===== config.mk =====
export PLATFORM = sky130hd
export DESIGN_NAME = adc_fifo_rd_ctrl
export DESIGN_NICKNAME = d
export VERILOG_FILES = /design/src/rtl/adc_fifo_rd_ctrl.sv
export SDC_FILE = /design/constraint.sdc
export NUM_CORES = 1
export LEC_CHECK = 0
export CAP_MARGIN = 20
export CORE_MARGIN = 2
export CORE_UTILIZATION = 30
export DETAILED_ROUTE_END_ITERATION = 16
export HOLD_SLACK_MARGIN = 0.06
export MAX_ROUTING_LAYER = met4
export PLACE_DENSITY = 0.61
export SLEW_MARGIN = 0
export SYNTH_ARGS = -nofsm -noshare
export SYNTH_HDL_FRONTEND = slang
export SYNTH_SLANG_ARGS = --single-unit
export TNS_END_PERCENT = 1

===== constraint.sdc =====
create_clock -name i_clk -period 1.9 [get_ports i_clk]
set_input_delay 0.38 -clock i_clk [delete_from_list [all_inputs] [get_ports i_clk]]
set_output_delay 0.38 -clock i_clk [all_outputs]
set_load 0.05 [all_outputs]

===== src/rtl/adc_fifo_rd_ctrl.sv =====
// -----------------------------------------------------------------------------
// adc_fifo_rd_ctrl
//
// Read-side controller for the ADC dual-clock FIFO. It runs entirely in the
// CPU clock domain, so every FIFO status input used here is already in this
// domain.
//
// Start-up runs CLEAR -> SETTLE -> PRIME -> RUN. CLEAR holds the FIFO
// asynchronous clear. SETTLE waits for the write side to recover. PRIME waits
// for a minimum fill level. RUN streams samples to the demodulator with a
// one-cycle valid strobe.
//
// An rdfull seen in RUN counts as an overflow. Depending on AUTO_RECOVER, the
// controller then either re-initialises the FIFO or parks in ERR until the
// enable is dropped.
//
// Parameters
//   DATA_WIDTH     ADC sample width (FIFO q width)
//   USEDW_W        width of FIFO rdusedw
//   CLR_CYCLES     cycles o_fifo_aclr is held high in CLEAR (>=1)
//   SETTLE_CYCLES  cycles spent in SETTLE after aclr release (>=1)
//   PRIME_LEVEL    rdusedw level needed to enter RUN (0 = enter RUN at once)
//   AUTO_RECOVER   1: overflow -> CLEAR, 0: overflow -> ERR until i_en low
//   CNT_W          width of the overflow and sample counters
//
// Ports
//   i_clk            CPU clock
//   i_rst            synchronous reset, active high
//   i_en             enable streaming; low returns to IDLE from any state
//   i_fifo_q         FIFO read data, valid the cycle after rdreq
//   i_fifo_rdempty   FIFO empty flag (read domain)
//   i_fifo_rdfull    FIFO full flag (read domain)
//   i_fifo_rdusedw   FIFO fill level (read domain)
//   o_fifo_rdreq     FIFO read request (combinational)
//   o_fifo_aclr      FIFO clear, registered, high exactly while in CLEAR
//   o_data           sample to demodulator, holds when o_vld is low
//   o_vld            one-cycle strobe qualifying o_data
//   o_running        high while in RUN
//   o_err            high while in ERR
//   o_state          IDLE=0 CLEAR=1 SETTLE=2 PRIME=3 RUN=4 ERR=5
//   o_ovf_cnt        overflow events, saturating
//   o_sample_cnt     samples delivered, wraps
// -----------------------------------------------------------------------------
module adc_fifo_rd_ctrl #(
    parameter int DATA_WIDTH    = 14,
    parameter int USEDW_W       = 4,
    parameter int CLR_CYCLES    = 4,
    parameter int SETTLE_CYCLES = 8,
    parameter int PRIME_LEVEL   = 4,
    parameter int AUTO_RECOVER  = 1,
    parameter int CNT_W         = 16
) (
    input  logic                  i_clk,
    input  logic                  i_rst,
    input  logic                  i_en,
    input  logic [DATA_WIDTH-1:0] i_fifo_q,
    input  logic                  i_fifo_rdempty,
    input  logic                  i_fifo_rdfull,
    input  logic [USEDW_W-1:0]    i_fifo_rdusedw,
    output logic                  o_fifo_rdreq,
    output logic                  o_fifo_aclr,
    output logic [DATA_WIDTH-1:0] o_data,
    output logic                  o_vld,
    output logic                  o_running,
    output logic                  o_err,
    output logic [2:0]            o_state,
    output logic [CNT_W-1:0]      o_ovf_cnt,
    output logic [CNT_W-1:0]      o_sample_cnt
);

    // One shared down-counter serves both CLEAR and SETTLE. It is loaded
    // with (length - 1), and its terminal count is zero.
    localparam int TMR_MAX = (CLR_CYCLES > SETTLE_CYCLES) ? CLR_CYCLES : SETTLE_CYCLES;
    localparam int TMR_W   = (TMR_MAX > 1) ? $clog2(TMR_MAX) : 1;

    localparam logic [TMR_W-1:0] CLR_LOAD    = TMR_W'(CLR_CYCLES - 1);
    localparam logic [TMR_W-1:0] SETTLE_LOAD = TMR_W'(SETTLE_CYCLES - 1);

    typedef enum logic [2:0] {
        ST_IDLE   = 3'd0,
        ST_CLEAR  = 3'd1,
        ST_SETTLE = 3'd2,
        ST_PRIME  = 3'd3,
        ST_RUN    = 3'd4,
        ST_ERR    = 3'd5
    } state_t;

    state_t                  state_reg;
    logic [TMR_W-1:0]        timer_reg;
    logic                    aclr_reg;
    logic                    running_reg;
    logic                    err_reg;
    logic [CNT_W-1:0]        ovf_cnt_reg;

    logic                    rd_d1_reg;      // read issued last cycle, q valid now
    logic                    vld_reg;
    logic [DATA_WIDTH-1:0]   data_reg;
    logic [CNT_W-1:0]        sample_cnt_reg;

    logic                    rdreq;
    logic                    prime_ok;
    logic                    ovf_event;

    // Reads are gated by i_en directly, not only by the state. A read is
    // therefore never issued in the cycle in which the enable drops, even
    // though the state only leaves RUN at the following edge.
    assign rdreq     = i_en & ~i_fifo_rdempty & (state_reg == ST_RUN);
    assign ovf_event = (state_reg == ST_RUN) & i_fifo_rdfull;

    // PRIME exit condition. A zero level means "do not wait for data".
    generate
        if (PRIME_LEVEL == 0) begin : g_prime_none
            logic unused_usedw;
            assign unused_usedw = ^i_fifo_rdusedw;
            assign prime_ok     = 1'b1;
        end else begin : g_prime_level
            localparam logic [USEDW_W:0] PRIME_LVL = (USEDW_W + 1)'(PRIME_LEVEL);
            assign prime_ok = ({1'b0, i_fifo_rdusedw} >= PRIME_LVL) & ~i_fifo_rdempty;
        end
    endgenerate

    // -------------------------------------------------------------------------
    // Control FSM. The flags aclr/running/err are written alongside every
    // state change, so they line up exactly with the state they decode.
    // -------------------------------------------------------------------------
    always_ff @(posedge i_clk) begin
        if (i_rst) begin
            state_reg   <= ST_IDLE;
            timer_reg   <= '0;
            aclr_reg    <= 1'b0;
            running_reg <= 1'b0;
            err_reg     <= 1'b0;
            ovf_cnt_reg <= '0;
        end else begin
            // Overflow is counted even when the enable drops in the same
            // cycle, so this sits outside the i_en priority check below.
            if (ovf_event && (ovf_cnt_reg != {CNT_W{1'b1}})) begin
                ovf_cnt_reg <= ovf_cnt_reg + 1'b1;
            end

            if (!i_en) begin
                state_reg   <= ST_IDLE;
                aclr_reg    <= 1'b0;
                running_reg <= 1'b0;
                err_reg     <= 1'b0;
            end else begin
                case (state_reg)
                    ST_IDLE: begin
                        state_reg <= ST_CLEAR;
                        timer_reg <= CLR_LOAD;
                        aclr_reg  <= 1'b1;
                    end

                    ST_CLEAR: begin
                        if (timer_reg == '0) begin
                            state_reg <= ST_SETTLE;
                            timer_reg <= SETTLE_LOAD;
                            aclr_reg  <= 1'b0;
                        end else begin
                            timer_reg <= timer_reg - 1'b1;
                        end
                    end

                    ST_SETTLE: begin
                        if (timer_reg == '0) begin
                            state_reg <= ST_PRIME;
                        end else begin
                            timer_reg <= timer_reg - 1'b1;
                        end
                    end

                    ST_PRIME: begin
                        if (prime_ok) begin
                            state_reg   <= ST_RUN;
                            running_reg <= 1'b1;
                        end
                    end

                    ST_RUN: begin
                        if (i_fifo_rdfull) begin
                            running_reg <= 1'b0;
                            if (AUTO_RECOVER != 0) begin
                                state_reg <= ST_CLEAR;
                                timer_reg <= CLR_LOAD;
                                aclr_reg  <= 1'b1;
                            end else begin
                                state_reg <= ST_ERR;
                                err_reg   <= 1'b1;
                            end
                        end
                    end

                    ST_ERR: begin
                        // Parked until i_en goes low.
                        err_reg <= 1'b1;
                    end

                    default: begin
                        state_reg   <= ST_IDLE;
                        aclr_reg    <= 1'b0;
                        running_reg <= 1'b0;
                        err_reg     <= 1'b0;
                    end
                endcase
            end
        end
    end

    // -------------------------------------------------------------------------
    // Read pipeline. The request is delayed one cycle to line up with q, and
    // then q is captured into the output register. This gives a latency of
    // two cycles from rdreq to o_vld. Only reset discards reads in flight;
    // leaving RUN lets them finish.
    // -------------------------------------------------------------------------
    always_ff @(posedge i_clk) begin
        if (i_rst) begin
            rd_d1_reg      <= 1'b0;
            vld_reg        <= 1'b0;
            data_reg       <= '0;
            sample_cnt_reg <= '0;
        end else begin
            rd_d1_reg <= rdreq;
            vld_reg   <= rd_d1_reg;
            if (rd_d1_reg) begin
                data_reg       <= i_fifo_q;
                sample_cnt_reg <= sample_cnt_reg + 1'b1;
            end
        end
    end

    assign o_fifo_rdreq = rdreq;
    assign o_fifo_aclr  = aclr_reg;
    assign o_data       = data_reg;
    assign o_vld        = vld_reg;
    assign o_running    = running_reg;
    assign o_err        = err_reg;
    assign o_state      = state_reg;
    assign o_ovf_cnt    = ovf_cnt_reg;
    assign o_sample_cnt = sample_cnt_reg;

endmodule


==> results by group, run 1 <==
STA
  • Final setup slack of the worst path: 0.0607 ns
  • Peak clock frequency supported by timing: 544 MHz
  • Unrepaired setup endpoints after global routing: no
  • Final clock period utilization by the worst path: 96.8%
  • Setup TNS: 0 ns
  • Worst slew slack as a fraction of its limit: around two thirds
  • Worst Hold Slack: 0.471 ns
  • Setup-violating endpoint count in the final report: 0
  • Number of max-slew violations in the final report: 0
  • Max Clock Skew: about 0.010 ns
  • Final Critical Period: between 1.5 and 2 ns
  • Hold Vio Cnt, Final: 0
  • Worst-margin pin slew: a little over 0.5 ns

Die
  • I/O pin count: 77
  • Width of the chip: ~95 um
  • Core area: between 8000 and 9000 um2
  • Die area: 9060 um2
  • Die span in y: between 90 and 100 um
  • Num rows: 33
  • Starting utilization of the core area: a little under a third

Global routing
  • Pin count of the biggest net entering global routing: 27
  • Initial antenna violation count: 0
  • Global-route wire length before repair: just under 10000 um
  • Gr ovfl total: 0
  • Overall Global Routing Usage: between 10% and 20%
  • Vias in the first global route: between 2000 and 2500

Clock tree
  • Clock tree from TritonCTS: yes
  • Clk Latency, worst-skew pair: around 0.32 ns
  • Buffer cell driving the clock tree root: sky130_fd_sc_hd__clkbuf_8
  • Worst-path clk slew: 0.06 ns
  • Total clock buffers created by CTS: 9
  • Clk sink count: between 50 and 60
  • Number of H-tree levels: 3
  • # Post-CTS Setup Buffers: 0
  • Number of buffers inserted by hold repair at cts: 0
  • Max Root-Sink Buffers: 2
  • Post-CTS Resized: 2

Run
  • Maximum Capacitance Violations: 0

Worst setup path
  • Crit. End Element: output port
  • Longest individual stage delay on the worst path: just over 0.8 ns
  • Number of buffer and inverter instances along the worst setup path: 1
  • CP arrival: about 1.5 ns
  • CP max-delay cell: sky130_fd_sc_hd__clkdlybuf4s50_1
  • CP Data Required Time: around 1.5 ns
  • Kind of critical path: reg2out
  • Cell family with most CP delay: buffers and inverters
  • Cells along the critical path: clkdlybuf4s50_1
  • Highest net fanout along the worst path: 2
  • Startpoint types: register

Power and ir drop
  • Clock group share of total power: a little under half
  • Part of the power in combinational logic: 5.8%
  • Largest vdd supply drop: between 0.3 and 0.4 mV
  • Static Leak: 1.41 nW
  • Internal Dissipation: slightly below 2 mW
  • Net switching power figure: about 540 uW
  • Switching share of power: roughly 22%
  • Power density relative to cell area: approximately 700 nW/um2
  • Reg power frac: a little under half

Final layout
  • Count of fill cells added during filler insertion: 840
  • Final net count: roughly 400
  • Final core utilization: roughly 44%
  • Area Overhead vs Synth: 44.5%
  • Non-filler cells, final: between 400 and 500
  • Share of final-layout standard cells stronger than drive strength 1: 19.9%
  • Diode count: 0

Placement
  • Gp weighted congestion: ~0.78
  • Number of port buffers: 74
  • Dpl ws: -0.142 ns
  • Placed Cells: 465
  • HPWL Detailed: 4340 um

Drt
  • Final Routed Wirelength: 6080 um
  • Detailed-route wire length per cell: 12.6 um
  • Number of vias after detailed routing: approximately 2300
  • DRC Markers: 0
  • Vias/cell: roughly 4.7
  • Starting DRC count in detailed routing: 46
  • Final antenna-violating net count: 0
  • Number of detailed-route iterations in the first pass: 4

Synth
  • Prevailing post-synth register cell: sky130_fd_sc_hd__dfxtp_1
  • Per-instance average area after synthesis: around 9 um2
  • Synth cell types: 35
  • Syn. warnings: 0
  • Synth async-reset ratio: 0%
  • Post-synthesis sequential area ratio: between 40% and 50%
  • Mapped Area: about 2500 um2
  • Top-area cell type share of the netlist area: a little under half
  • Top cells by area in the synthesized netlist: sky130_fd_sc_hd__dfxtp_1 46%, sky130_fd_sc_hd__nor2_1 8.0%, sky130_fd_sc_hd__xnor2_1 6.7%
  • Synth Net Count: 310
  • Top cell type by total area after synthesis: sky130_fd_sc_hd__dfxtp_1
  • Cells after synthesis: 283
  • EDFF count, synth: 0
  • Register bit count reported by yosys: 57

Status
  • Status: finished clean

Hold path
  • Worst min path class: reg2reg
==> worst register-to-register path: cells and delay by family (launching register included) <==
family	cells	cell delay, ns
adder cells (fa/ha/maj)	1	0.21
XOR/XNOR	1	0.15
AND/OR/NAND/NOR	4	0.91
flip-flops	1	0.38
==> logic make-up after synthesis <==
family,synth area share (%)
XOR/XNOR,9.13
buffers and inverters,3.01
AO/OA/AOI/OAI,7.22
multiplexers,6.02
AND/OR/NAND/NOR,26.9
flip-flops,45.7
adder cells (fa/ha/maj),2.01
==> path summary, 6_finish.rpt <==
| kind | startpoint | endpoint | slack, ns | cells past startpoint |
|---|---|---|---|---|
| worst max-delay path | o_data[10] | o_data[10] | 0.06 | 1 |
| worst max register to register | o_ovf_cnt[0] | o_ovf_cnt[14] | 0.14 | 6 |
| worst min-delay path | timer_reg[0] | timer_reg[0] | 0.47 | 1 |
| worst min register to register | timer_reg[0] | timer_reg[0] | 0.47 | 1 |
==> metal layers <==
| metal | up-vias | GRT usage [%] | part of all wire, % |
|---|---|---|---|
| li1 | 1145 | - | - |
| met5 | - | - | 0 |
| met3 | 6 | 3.16 | 6.9 |
| met1 | 1058 | 17.3 | 46 |
| met4 | 0 | 6.52 | 0.90 |
| met2 | 58 | 22.7 | 46 |
==> cells in the final DEF, fill, tap and decap left out, types with 2 or more instances in the layout <==
cell | synthesis | layout
sky130_fd_sc_hd__a211oi_1 | 4 | 4
sky130_fd_sc_hd__xor2_1 | 7 | 7
sky130_fd_sc_hd__clkbuf_8 | 0 | 12
sky130_fd_sc_hd__nand2b_1 | 4 | 4
sky130_fd_sc_hd__ha_1 | 4 | 4
sky130_fd_sc_hd__clkbuf_1 | 9 | 2
sky130_fd_sc_hd__o21ai_0 | 11 | 11
sky130_fd_sc_hd__nor2_1 | 53 | 53
sky130_fd_sc_hd__nor3b_1 | 2 | 2
sky130_fd_sc_hd__or3_1 | 3 | 3
sky130_fd_sc_hd__nor2b_1 | 9 | 9
sky130_fd_sc_hd__dfxtp_1 | 57 | 50
sky130_fd_sc_hd__dfxtp_2 | 0 | 7
sky130_fd_sc_hd__a21oi_1 | 11 | 11
sky130_fd_sc_hd__nand2_1 | 14 | 14
sky130_fd_sc_hd__buf_12 | 0 | 2
sky130_fd_sc_hd__dlygate4sd2_1 | 0 | 2
sky130_fd_sc_hd__buf_4 | 0 | 45
sky130_fd_sc_hd__and3_1 | 5 | 5
sky130_fd_sc_hd__clkdlybuf4s50_1 | 0 | 35
sky130_fd_sc_hd__nor3_1 | 15 | 14
sky130_fd_sc_hd__dlymetal6s2s_1 | 0 | 4
sky130_fd_sc_hd__inv_1 | 7 | 7
sky130_fd_sc_hd__mux2i_1 | 15 | 15
sky130_fd_sc_hd__and4_1 | 3 | 3
sky130_fd_sc_hd__xnor2_1 | 19 | 19
sky130_fd_sc_hd__nand3_1 | 6 | 5
sky130_fd_sc_hd__nand4_1 | 9 | 9
==> area by class of cell <==
type / instances / area (um2) / area share [%]
flip-flops and latches: 57 / 1150 / 31.9
well taps: 105 / 131 / 3.64
inverters: 7 / 26.3 / 0.729
clock buffers: 14 / 173 / 4.79
multi-input cells: 207 / 1290 / 35.8
repair buffers: 89 / 801 / 22.2
clock inverters: 2 / 35.0 / 0.972
==> power groups by stage <==
stage               sequential (mW)  clock, mW  combinational (mW)
detailed placement             1.24          0               0.147
floorplan                      1.25          0              0.0605
finish                         1.21       1.18               0.147
global placement               1.23          0               0.145
global route                   1.21       1.27               0.163
CTS                            1.21       1.22               0.148
==> stage by stage <==
stage	power (mW)	area, um2
detailed placement	1.38	3380
global route	2.64	3600
global placement	1.38	3380
finish	2.53	3600
floorplan	1.31	2500
CTS	2.58	3580
==> synthesized netlist by cell type (all sizes together) (4+ instances only) <==
cell    count
and3        5
or3         4
nor3       15
mux2i      15
ha          4
nand3       6
o21ai      11
xnor2      19
nand4       9
nand2b      4
nor2b       9
dfxtp      57
nor2       53
nand2      14
clkbuf      9
a211oi      4
inv         7
a21oi      11
xor2        7
Power figures use the tool's default switching activity.
==> inputs of run 2 (changes only) <==
==> constraint.sdc (replaced) <==
create_clock -name i_clk -period 1.9 [get_ports i_clk]
set_input_delay 0.285 -clock i_clk [delete_from_list [all_inputs] [get_ports i_clk]]
set_output_delay 0.285 -clock i_clk [all_outputs]
set_load 0.05 [all_outputs]
==> results by group, run 2 (synthesized netlist as in run 1, its figures left out) <==
Global routing
  • Vias in the first global route: between 2000 and 2500
  • Overall Global Routing Usage: between 10% and 20%
  • Gr ovfl total: 0
  • Global-route wire length before repair: roughly 9300 um
  • Pin count of the biggest net entering global routing: 27
  • Initial antenna violation count: 0

STA
  • Final setup slack of the worst path: between 0.06 and 0.07 ns
  • Peak clock frequency supported by timing: 544 MHz
  • Final Critical Period: roughly 1.8 ns
  • Hold Vio Cnt, Final: 0
  • Max Clock Skew: around 0.013 ns
  • Number of max-slew violations in the final report: 0
  • Worst-margin pin slew: around 0.54 ns
  • Worst Hold Slack: approximately 0.43 ns
  • Setup TNS: 0 ns
  • Worst slew slack as a fraction of its limit: between 60% and 70%
  • Setup-violating endpoint count in the final report: 0
  • Unrepaired setup endpoints after global routing: no
  • Final clock period utilization by the worst path: 96.8%

Clock tree
  • Number of buffers inserted by hold repair at cts: 0
  • Clock tree from TritonCTS: yes
  • Total clock buffers created by CTS: 9
  • Clk sink count: 57
  • Buffer cell driving the clock tree root: sky130_fd_sc_hd__clkbuf_8
  • Clk Latency, worst-skew pair: ~0.32 ns
  • Number of H-tree levels: 3
  • Max Root-Sink Buffers: 2
  • Worst-path clk slew: approximately 0.07 ns
  • # Post-CTS Setup Buffers: 0

Worst setup path
  • CP Data Required Time: around 1.6 ns
  • Highest net fanout along the worst path: 4
  • CP max-delay cell: sky130_fd_sc_hd__clkdlybuf4s50_1
  • Number of buffer and inverter instances along the worst setup path: 1
  • Worst reg2reg startpoint: o_ovf_cnt[0]
  • Kind of critical path: reg2out
  • Cell family with most CP delay: buffers and inverters
  • Crit. End Element: output port
  • Cells along the critical path: clkdlybuf4s50_1
  • Longest individual stage delay on the worst path: roughly 0.85 ns
  • Critical Path Start: o_sample_cnt[2]
  • CP arrival: around 1.6 ns
  • Startpoint types: register

Drt
  • Final antenna-violating net count: 0
  • Number of detailed-route iterations in the first pass: 6
  • Starting DRC count in detailed routing: 80
  • DRC Markers: 0
  • Vias/cell: 4.70
  • Detailed-route wire length per cell: 12.3 um
  • Final Routed Wirelength: 5870 um
  • Number of vias after detailed routing: ~2200

Die
  • Starting utilization of the core area: 30.7%
  • Width of the chip: about 95 um
  • I/O pin count: between 70 and 80
  • Die span in y: 95.2 um
  • Core area: ~8100 um2
  • Num rows: 33
  • Die area: a little over 9000 um2

Power and ir drop
  • Largest vdd supply drop: ~0.27 mV
  • Power density relative to cell area: slightly below 700 nW/um2
  • Static Leak: ~1.4 nW

Placement
  • Gp weighted congestion: 0.788
  • Placed Cells: about 460
  • HPWL Detailed: roughly 4100 um
  • Number of port buffers: 74
  • Dpl ws: between 0.004 and 0.005 ns

Final layout
  • Diode count: 0
  • Non-filler cells, final: ~480
  • Top library cells by usage in the layout, fill and taps aside: 57 x sky130_fd_sc_hd__clkdlybuf4s50_1, 53 x sky130_fd_sc_hd__nor2_1, 50 x sky130_fd_sc_hd__dfxtp_1, 21 x sky130_fd_sc_hd__buf_4, 19 x sky130_fd_sc_hd__xnor2_1
  • Register area: 1150 um2
  • Count of fill cells added during filler insertion: ~800
  • Most common library cell in the layout ignoring fill and taps: sky130_fd_sc_hd__clkdlybuf4s50_1
  • Final net count: approximately 400
  • Share of final-layout standard cells stronger than drive strength 1: ~14%
  • Combined area of the multi-input logic cells: ~1300 um2
  • Area Overhead vs Synth: 45.7%

Status
  • Status: finished clean

Run
  • Maximum Capacitance Violations: 0

Hold path
  • Hold Crit Start: i_rst
  • Worst min path class: in2reg
==> run 2: cell count changes in the layout (fill, tap and decap cells not counted), sizes merged <==
cell | before | now
buf | 48 | 23
clkdlybuf4s50 | 35 | 57
dlymetal6s2s | 4 | 5
dlygate4sd2 | 2 | 1
==> run 2: area by class of cell <==
class | instances | area share, %
Clock buffer | 14 | 4.75
Clock inverter | 2 | 0.964
Inverter | 7 | 0.723
Multi-Input combinational cell | 207 | 35.7
Sequential cell | 57 | 31.6
Tap cell | 105 | 3.61
Timing Repair Buffer | 86 | 22.7
==> run 2: final timing paths <==
kind | to | slack (ns) | cells past startpoint
max reg2reg | o_ovf_cnt[14] | 0.17 | 6
min reg2reg | timer_reg[0] | 0.48 | 1
min | o_data[6] | 0.43 | 3
max | o_sample_cnt[2] | 0.06 | 1
==> run 2: timing repair <==
action	in CTS	in global routing
resized for setup	1	9
pin swaps	0	0
setup endpoints to repair	1	7
==> run 2: where the power goes <==
part           total (mW)  internal (mW)  switching (mW)
clock                1.17          0.713           0.457
sequential           1.21           1.20         0.00532
combinational       0.145         0.0694          0.0755
==> run 2: metal layers <==
layer | up-vias | part of all wire [%] | track usage [%]
met5 | - | 0 | -
met4 | 0 | 0.77 | 5.80
met3 | 5 | 6.2 | 3.40
met2 | 56 | 44 | 20.7
met1 | 1045 | 49 | 16.8
li1 | 1141 | - | -
==> run 2: stage by stage <==
| stage | util (%) | area (um2) | power [mW] |
|---|---|---|---|
| floorplan | - | 2500 | 1.31 |
| global placement | 41.8 | 3400 | 1.38 |
| detailed placement | 41.8 | 3400 | 1.38 |
| CTS | 44.3 | 3610 | 2.56 |
| global route | 44.7 | 3640 | 2.63 |
| finish | 44.7 | 3640 | 2.52 |
